===== config.mk =====
export PLATFORM = sky130hd
export DESIGN_NAME = brq_prefetch_buffer
export DESIGN_NICKNAME = d
export VERILOG_FILES = /design/src/rtl/brq_prefetch_buffer.sv
export SDC_FILE = /design/constraint.sdc
export NUM_CORES = 1
export LEC_CHECK = 0
export ABC_AREA = 1
export CAP_MARGIN = 20
export CORE_MARGIN = 5
export CORE_UTILIZATION = 30
export CTS_BUF_LIST = sky130_fd_sc_hd__clkbuf_4 sky130_fd_sc_hd__clkbuf_8
export DETAILED_ROUTE_END_ITERATION = 8
export PLACE_DENSITY = 0.6
export SLEW_MARGIN = 15
export SYNTH_ARGS = -nofsm -noshare
export SYNTH_HDL_FRONTEND = slang
export SYNTH_SLANG_ARGS = --single-unit

===== constraint.sdc =====
create_clock -name brq_clk -period 2.9 [get_ports brq_clk]
set_clock_uncertainty 0.1 [all_clocks]
set_input_delay 0.725 -clock brq_clk [delete_from_list [all_inputs] [get_ports brq_clk]]
set_output_delay 0.725 -clock brq_clk [all_outputs]
set_load 0.02 [all_outputs]

===== src/rtl/brq_prefetch_buffer.sv =====
// Instruction prefetch unit: issues req/gnt/rvalid fetches, buffers returns in a Depth-entry FIFO for decode.
// Latency: a return in cycle t is visible on fb_* in cycle t+1; a redirect in t shows its first entry at t+3 at best.
// Backpressure: queued + in-flight fetches never exceed Depth, so a stalled decode throttles imem_req.
module brq_prefetch_buffer #(
    parameter int unsigned          DataWidth = 32,
    parameter int unsigned          AddrWidth = 15,
    parameter int unsigned          Depth     = 4,
    parameter logic [DataWidth-1:0] ResetPc   = '0
) (
    input  logic                         brq_clk,
    input  logic                         brq_rst,
    output logic                         imem_req,
    output logic [AddrWidth-1:0]         imem_addr,
    input  logic                         imem_gnt,
    input  logic                         imem_rvalid,
    input  logic [DataWidth-1:0]         imem_rdata,
    input  logic                         redirect_en,
    input  logic [DataWidth-1:0]         redirect_pc,
    output logic                         fb_valid,
    output logic [DataWidth-1:0]         fb_inst,
    output logic [DataWidth-1:0]         fb_pc,
    input  logic                         fb_ready,
    output logic [$clog2(Depth+1)-1:0]   fb_count
);

    localparam int unsigned     CntW     = $clog2(Depth + 1);
    localparam int unsigned     PtrW     = $clog2(Depth);
    localparam logic [CntW:0]   DepthLim = (CntW + 1)'(Depth);

    typedef struct packed {
        logic [DataWidth-1:0] inst;
        logic [DataWidth-1:0] pc;
    } entry_t;

    entry_t                 mem [Depth];
    logic [PtrW-1:0]        rd_ptr;
    logic [PtrW-1:0]        wr_ptr;
    logic [CntW-1:0]        count;
    logic [CntW-1:0]        outstanding;
    logic [CntW-1:0]        discard;
    logic [DataWidth-1:0]   fetch_pc;
    logic [DataWidth-1:0]   rsp_pc;
    logic                   run;

    logic [CntW:0]          credit_used;
    logic                   grant;
    logic                   rsp;
    logic                   push;
    logic                   pop;
    logic [DataWidth-1:0]   redirect_base;

    // run holds the request off for the cycle in which reset is released
    assign credit_used   = {1'b0, count} + {1'b0, outstanding};
    assign imem_req      = run && !redirect_en && (credit_used < DepthLim);
    assign imem_addr     = fetch_pc[AddrWidth+1:2];
    assign grant         = imem_req && imem_gnt;
    assign rsp           = imem_rvalid && (outstanding != '0);
    assign push          = rsp && (discard == '0) && !redirect_en;
    assign pop           = fb_valid && fb_ready && !redirect_en;
    assign redirect_base = redirect_pc & ~DataWidth'(3);

    assign fb_valid = (count != '0);
    assign fb_count = count;
    assign fb_inst  = mem[rd_ptr].inst;
    assign fb_pc    = mem[rd_ptr].pc;

    always_ff @(posedge brq_clk or negedge brq_rst) begin
        if (!brq_rst) begin
            run         <= 1'b0;
            fetch_pc    <= ResetPc;
            rsp_pc      <= ResetPc;
            outstanding <= '0;
            discard     <= '0;
            count       <= '0;
            rd_ptr      <= '0;
            wr_ptr      <= '0;
            for (int unsigned i = 0; i < Depth; i++) begin
                mem[i] <= '0;
            end
        end else begin
            run         <= 1'b1;
            outstanding <= outstanding + CntW'(grant) - CntW'(rsp);
            if (redirect_en) begin
                // every request still in flight after this cycle belongs to the old stream
                fetch_pc <= redirect_base;
                rsp_pc   <= redirect_base;
                discard  <= outstanding - CntW'(rsp);
                count    <= '0;
                rd_ptr   <= '0;
                wr_ptr   <= '0;
            end else begin
                if (grant) begin
                    fetch_pc <= fetch_pc + DataWidth'(4);
                end
                if (rsp && (discard != '0)) begin
                    discard <= discard - CntW'(1);
                end
                if (push) begin
                    mem[wr_ptr] <= '{inst: imem_rdata, pc: rsp_pc};
                    wr_ptr      <= wr_ptr + PtrW'(1);
                    rsp_pc      <= rsp_pc + DataWidth'(4);
                end
                if (pop) begin
                    rd_ptr <= rd_ptr + PtrW'(1);
                end
                count <= count + CntW'(push) - CntW'(pop);
            end
        end
    end

    rvalid_needs_request: assert property (@(posedge brq_clk) disable iff (!brq_rst)
        imem_rvalid |-> (outstanding != '0));

    push_never_overflows: assert property (@(posedge brq_clk) disable iff (!brq_rst)
        push |-> ((count != CntW'(Depth)) || pop));

endmodule


### After elaboration in Yosys (flattened, before gate mapping)

Index checks and enable logic that the tools add are counted.

| word-level totals | value |
|---|---|
| output and inout port bits | 84 |
| flip-flop bits (word level) | 334 |
| logic and storage cells | 71 |
| input port bits | 70 |

| cells by class | value |
|---|---|
| muxes and demuxes | 17 |
| magnitude comparators | 4 |
| reduce and logical (&&, ||, !) cells | 20 |
| bitwise gates (word level) | 3 |
| $add $sub $neg | 11 |

Operators by type and width:

| kind | number |
|---|---|
| $bwmux W256 | 1 |
| $mux W64 | 3 |
| $bmux W64 S2 | 1 |
| $demux W64 S2 | 1 |
| $mux W32 | 4 |
| $add A32 B3 Y32 const B | 2 |
| $logic_and A1 B1 Y1 | 10 |
| $mux W3 | 3 |
| $reduce_bool A3 Y1 | 3 |
| $sub A3 B1 Y3 | 3 |
| $mux W2 | 4 |
| $reduce_bool A2 Y1 | 4 |
| $add A3 B1 Y3 | 2 |
| $ge A3 B3 Y1 const B | 2 |
| $not A2 Y3 | 2 |
| $add A2 B1 Y2 const B | 2 |
| $add A3 B3 Y4 | 1 |
| $lt A4 B3 Y1 const B | 1 |
| $logic_not A3 Y1 | 1 |
| $lt A3 B1 Y1 const B | 1 |
| $sub A3 B1 Y3 const B | 1 |
| $reduce_and A2 Y1 | 1 |
| $logic_not A1 Y1 | 1 |
| $not A1 Y1 | 1 |

### Depth between registers and ports, before layout

| depth | value |
|---|---|
| word-level depth | 7 |
| gate-level depth with buffers | 14 |

### Worst setup path after synthesis

OpenSTA, ideal clock, no wires.

| timing | value |
|---|---|
| path type | in2reg |
| start point | input redirect_en |
| end point | register outstanding[2] |
| path buffers | 1 |
| arrival time | 2.790 ns |
| slack | -0.119 ns |
| cell stages on the path | 12 |
| library setup time | 0.129 ns |
| data required time | 2.671 ns |
| cell sequence | buf_2 > nor2_1 > nand2_1 > nor2_1 > nand2_1 > ha_1 > inv_1 > ha_1 > inv_1 > fa_1 > xnor2_1 > xor2_1 |

| on the way | value |
|---|---|
| cells in the longest elaborated chain, start to end | 6 |

RTL lines:

| item | line | RTL |
|---|---|---|
| start: declaration | 17 | `input logic redirect_en,` |
| $logic_not A1 Y1 | 54 | `assign imem_req = run && !redirect_en && (credit_used < DepthLim);` |
| $logic_and A1 B1 Y1 (2 in a row) | 54 |  |
| via imem_req | 12 | `output logic imem_req,` |
| $logic_and A1 B1 Y1 | 56 | `assign grant = imem_req && imem_gnt;` |
| $add A3 B1 Y3 | 82 | `outstanding <= outstanding + CntW'(grant) - CntW'(rsp);` |
| $sub A3 B1 Y3 | 82 |  |
| end signal: assignment | 82 |  |
| end: declaration | 39 | `logic [CntW-1:0] outstanding;` |

The timed path passes the listed nets, and every way through them passes these cells.
A chain may end at the register's enable or synchronous reset.

### Worst setup path in the final report

| timing | value |
|---|---|
| start point | register rd_ptr[0] |
| end point | output fb_inst[24] |

| on the way | value |
|---|---|
| cells in the longest elaborated chain, start to end | 4 |

RTL lines:

| item | line | RTL |
|---|---|---|
| start: declaration | 36 | `logic [PtrW-1:0] rd_ptr;` |
| start signal: assignment | 104 | `rd_ptr <= rd_ptr + PtrW'(1);` |
| $not A2 Y3 (not written as such) | 64 | `assign fb_inst = mem[rd_ptr].inst;` |
| $bmux W64 S2 | 64 |  |
| $mux W64 (2 in a row) | n/a |  |
| end: declaration | 20 | `output logic [DataWidth-1:0] fb_inst,` |

Every way passes these cells. The select of a mux whose other input is x is not followed.

==> reports/qor.yml <==
outcome: "finished clean"
ir_drop_worst_vdd_mv: 0.361
total_leakage_power_nw: 9.42
cts_made_buffers: 54
finalMaxSlewViolations: 0
design.core.area_sq_um: 50100
htree_levels: 2
layout.core_utilization_pct: 38.6
syn-instance-count: 1913
port_buffer_count: 149
largest_family_of_logic_cells_by_synthesized_area: "simple AND/OR/NAND/NOR gates"
cp_data_required_time_ps: 2080
power_switching_share_pct: 39.3
grt.met3_usage_pct: 4.14
initial_utilization_pct: 30.3
fp.dieArea_sq_um: 55200
groute.usage.overall_pct: 17.4
fin_setup_tns_ps: 0
seq_power_share_pct: 33.6
max_freq_mhz: 352
floorplan.die.width_um: 235
synthXorXnorAreaFrac_pct: 0.981
internal_power_mw: 11.0
grt.busiest_layer: "met2"
grt_remaining_overflow: 0
dr.first_iter.drc_count: 1145
detailedRoute.firstPassIterationCount: 5
postRouteAntennaNets: 0
cp_arrival_ps: 2010
total_number_of_clock_tree_sinks: 307
stdcell_count: 2773
via_count: 13700
p_sw_mw: 7.11
number_of_distinct_library_cell_variants_in_the_gate_level_netlist_after_synthesis: 34
path_clk_slew_ps: 60
drcViolationCount: 0
mappedNetlistArea_sq_um: 15200
worstSetupEndpointType: "output port"
maxCapViolations: 0
cts_tree: "yes"
dieHeight_um: 235
number_of_standard_cell_rows_in_the_floorplan: 82
grt_util_met2_pct: 29.2
cts_buffer_depth: 3
dp_cells: 2665
async_reset_ff_share_pct: 100
grtUsageMet1_pct: 22.6
yosys.area_share.adder_pct: 1.58
synth_edf_count: 0
first_global_vias: 14000
hold_viol: 0
pre_cts_ws_ps: -134
yosys-mux-area-fraction_pct: 0
layout_min_cycle_time_ps: 2840
gp_congestion: 0.887
pwr_density_cell_nw_per_um2: 937
routed_wire_length_per_instance_um: 17.7
io_pins: 154
grt_antenna_before_repair: 0
num_antenna_cells: 0
worst_slack_ps: 62.1
cts.root.buffer_cell: "sky130_fd_sc_hd__clkbuf_8"
worstHoldPathType: "reg -> reg"
synth_seq_area_share_pct: 50.6
synth_simple_gate_area_share_pct: 23.6
area_growth_syn_to_layout_pct: 27.1
grt_start_max_net_pins: 81
final_hpwl_from_detailed_placement_um: 31000
drive_gt1_share_pct: 14.7
nNetsFinal: 2155
synth_compound_gate_area_share_pct: 16.5
syn-mean-instance-area_sq_um: 7.94
timing.slew.headroom_pct: 62.3
grt_first_pass_wirelength_um: 78300
finalWirelength_um: 49100
max_slew.worst_pin.slew_ps: 563
vias_per_cell: 4.94
critPathLaunchType: "flop"
critPathKind: "reg -> out"
relative_contribution_of_combinational_cells_to_total_power_pct: 42.6
clockPowerShare_pct: 23.7
grt_setup_unrepaired: "true"
ys_warn_count: 0
holdWs_ps: 375
synth.ff_latch_count: 307
cp_max_fo: 27
finalSetupViolCount: 0
post_route_clock_period_utilization_pct: 97.9
clk_latency_ps: 640
synth_top_flop_cell: "sky130_fd_sc_hd__dfrtp_1"
[layer usage]
metal | up-vias | routed length, um
met5 | - | 0
met4 | 0 | 1160
met3 | 83 | 3390
met2 | 471 | 23300
met1 | 6559 | 21300
li1 | 6598 | -
[layout make-up]
type                       instances  area, sq um
fill                            5205        30800
sequential                       307         7690
multi-input combinational       1406         6800
timing repair buffer             225         2540
clock buffer                      84         1090
tap                              672          841
inverter                          73          287
clock inverter                     6         55.1
[worst max-delay path, cell delays in order (launching register included)]
cell                       delay [ps]
sky130_fd_sc_hd__dfrtp_4          530
sky130_fd_sc_hd__clkinv_8         120
sky130_fd_sc_hd__buf_16           190
sky130_fd_sc_hd__o21ai_0          230
sky130_fd_sc_hd__o22ai_2          130
sky130_fd_sc_hd__buf_4            170
[final timing paths]
path	to	cells after the start	slack, ps	start
max	fb_inst[24]	5	60	rd_ptr[0]$_DFFE_PN0P_
min	mem[74]$_DFFE_PN0P_	2	370	mem[74]$_DFFE_PN0P_
max reg2reg	outstanding[2]$_DFF_PN0_	12	330	outstanding[1]$_DFF_PN0_
min reg2reg	mem[74]$_DFFE_PN0P_	2	370	mem[74]$_DFFE_PN0P_
max in group asynchronous	mem[245]$_DFFE_PN0P_	4	1270	brq_rst
min in group asynchronous	mem[147]$_DFFE_PN0P_	2	470	brq_rst
[cell usage after synthesis, drive strengths merged, types with 2 or more instances]
library cell	instances	area [sq um]
a21oi	103	515
buf	68	504
clkbuf	60	236
clkinv	3	11.3
conb	2	7.51
dfrtp	307	7680
fa	2	40.0
ha	16	200
inv	70	263
nand2	506	1920
nand3	66	330
nand3b	2	15.0
nand4	8	50.1
nor2	298	1200
nor3	9	61.3
o211ai	12	90.1
o21ai	299	1500
o22ai	62	388
xnor2	4	35.0
xor2	13	114
[stage by stage]
step           total power, mW  instance area, sq um
2_1_floorplan             9.94                 15200
3_3_place_gp              12.9                 17500
3_5_place_dp              13.1                 17500
4_1_cts                   18.1                 19200
5_1_grt                   19.3                 19300
6_report                  18.1                 19300
[sequential cells by signal (all words and copies together), names as in the netlist, 2 cells and up]
name         count
discard          3
fb_count         3
fetch_pc        15
mem            248
outstanding      3
rd_ptr           2
rsp_pc          30
wr_ptr           2
[timing repair]
| item | in CTS | in global routing |
|---|---|---|
| gates resized for setup | 377 | 73 |
| endpoints found under the hold margin | 38 | 0 |
| cloned | 6 | 2 |
| setup buffers | 9 | 2 |
| hold buffers | 1 | 0 |
| pin swaps | 28 | 11 |
| endpoints found under the setup margin | 63 | 57 |
[power by group through the flow]
stage               Clock (mW)  Sequential, mW  Combinational (mW)
floorplan                    0            5.95                3.99
global placement             0            6.06                6.87
detailed placement           0            6.10                6.97
CTS                       4.40            6.06                7.66
global route              4.60            6.23                8.46
finish                    4.29            6.08                7.72
[cells by family after synthesis]
logic type,after synthesis
adder cells (fa/ha/maj),18
AND/OR/NAND/NOR,889
flip-flops,307
other,2
AO/OA/AOI/OAI,479
XOR/XNOR,17
buffers and inverters,201
[cells in the final DEF, fill, tap and decap left out, drive strengths merged, types with 66 or more instances in the layout]
master and count:
clkbuf 86, nor2 298, inv 71, o21ai 299, nand3 66, a21oi 103, clkdlybuf4s50 85, dfrtp 307
nand2 506, buf 137
(Power assumes the default switching activity.)
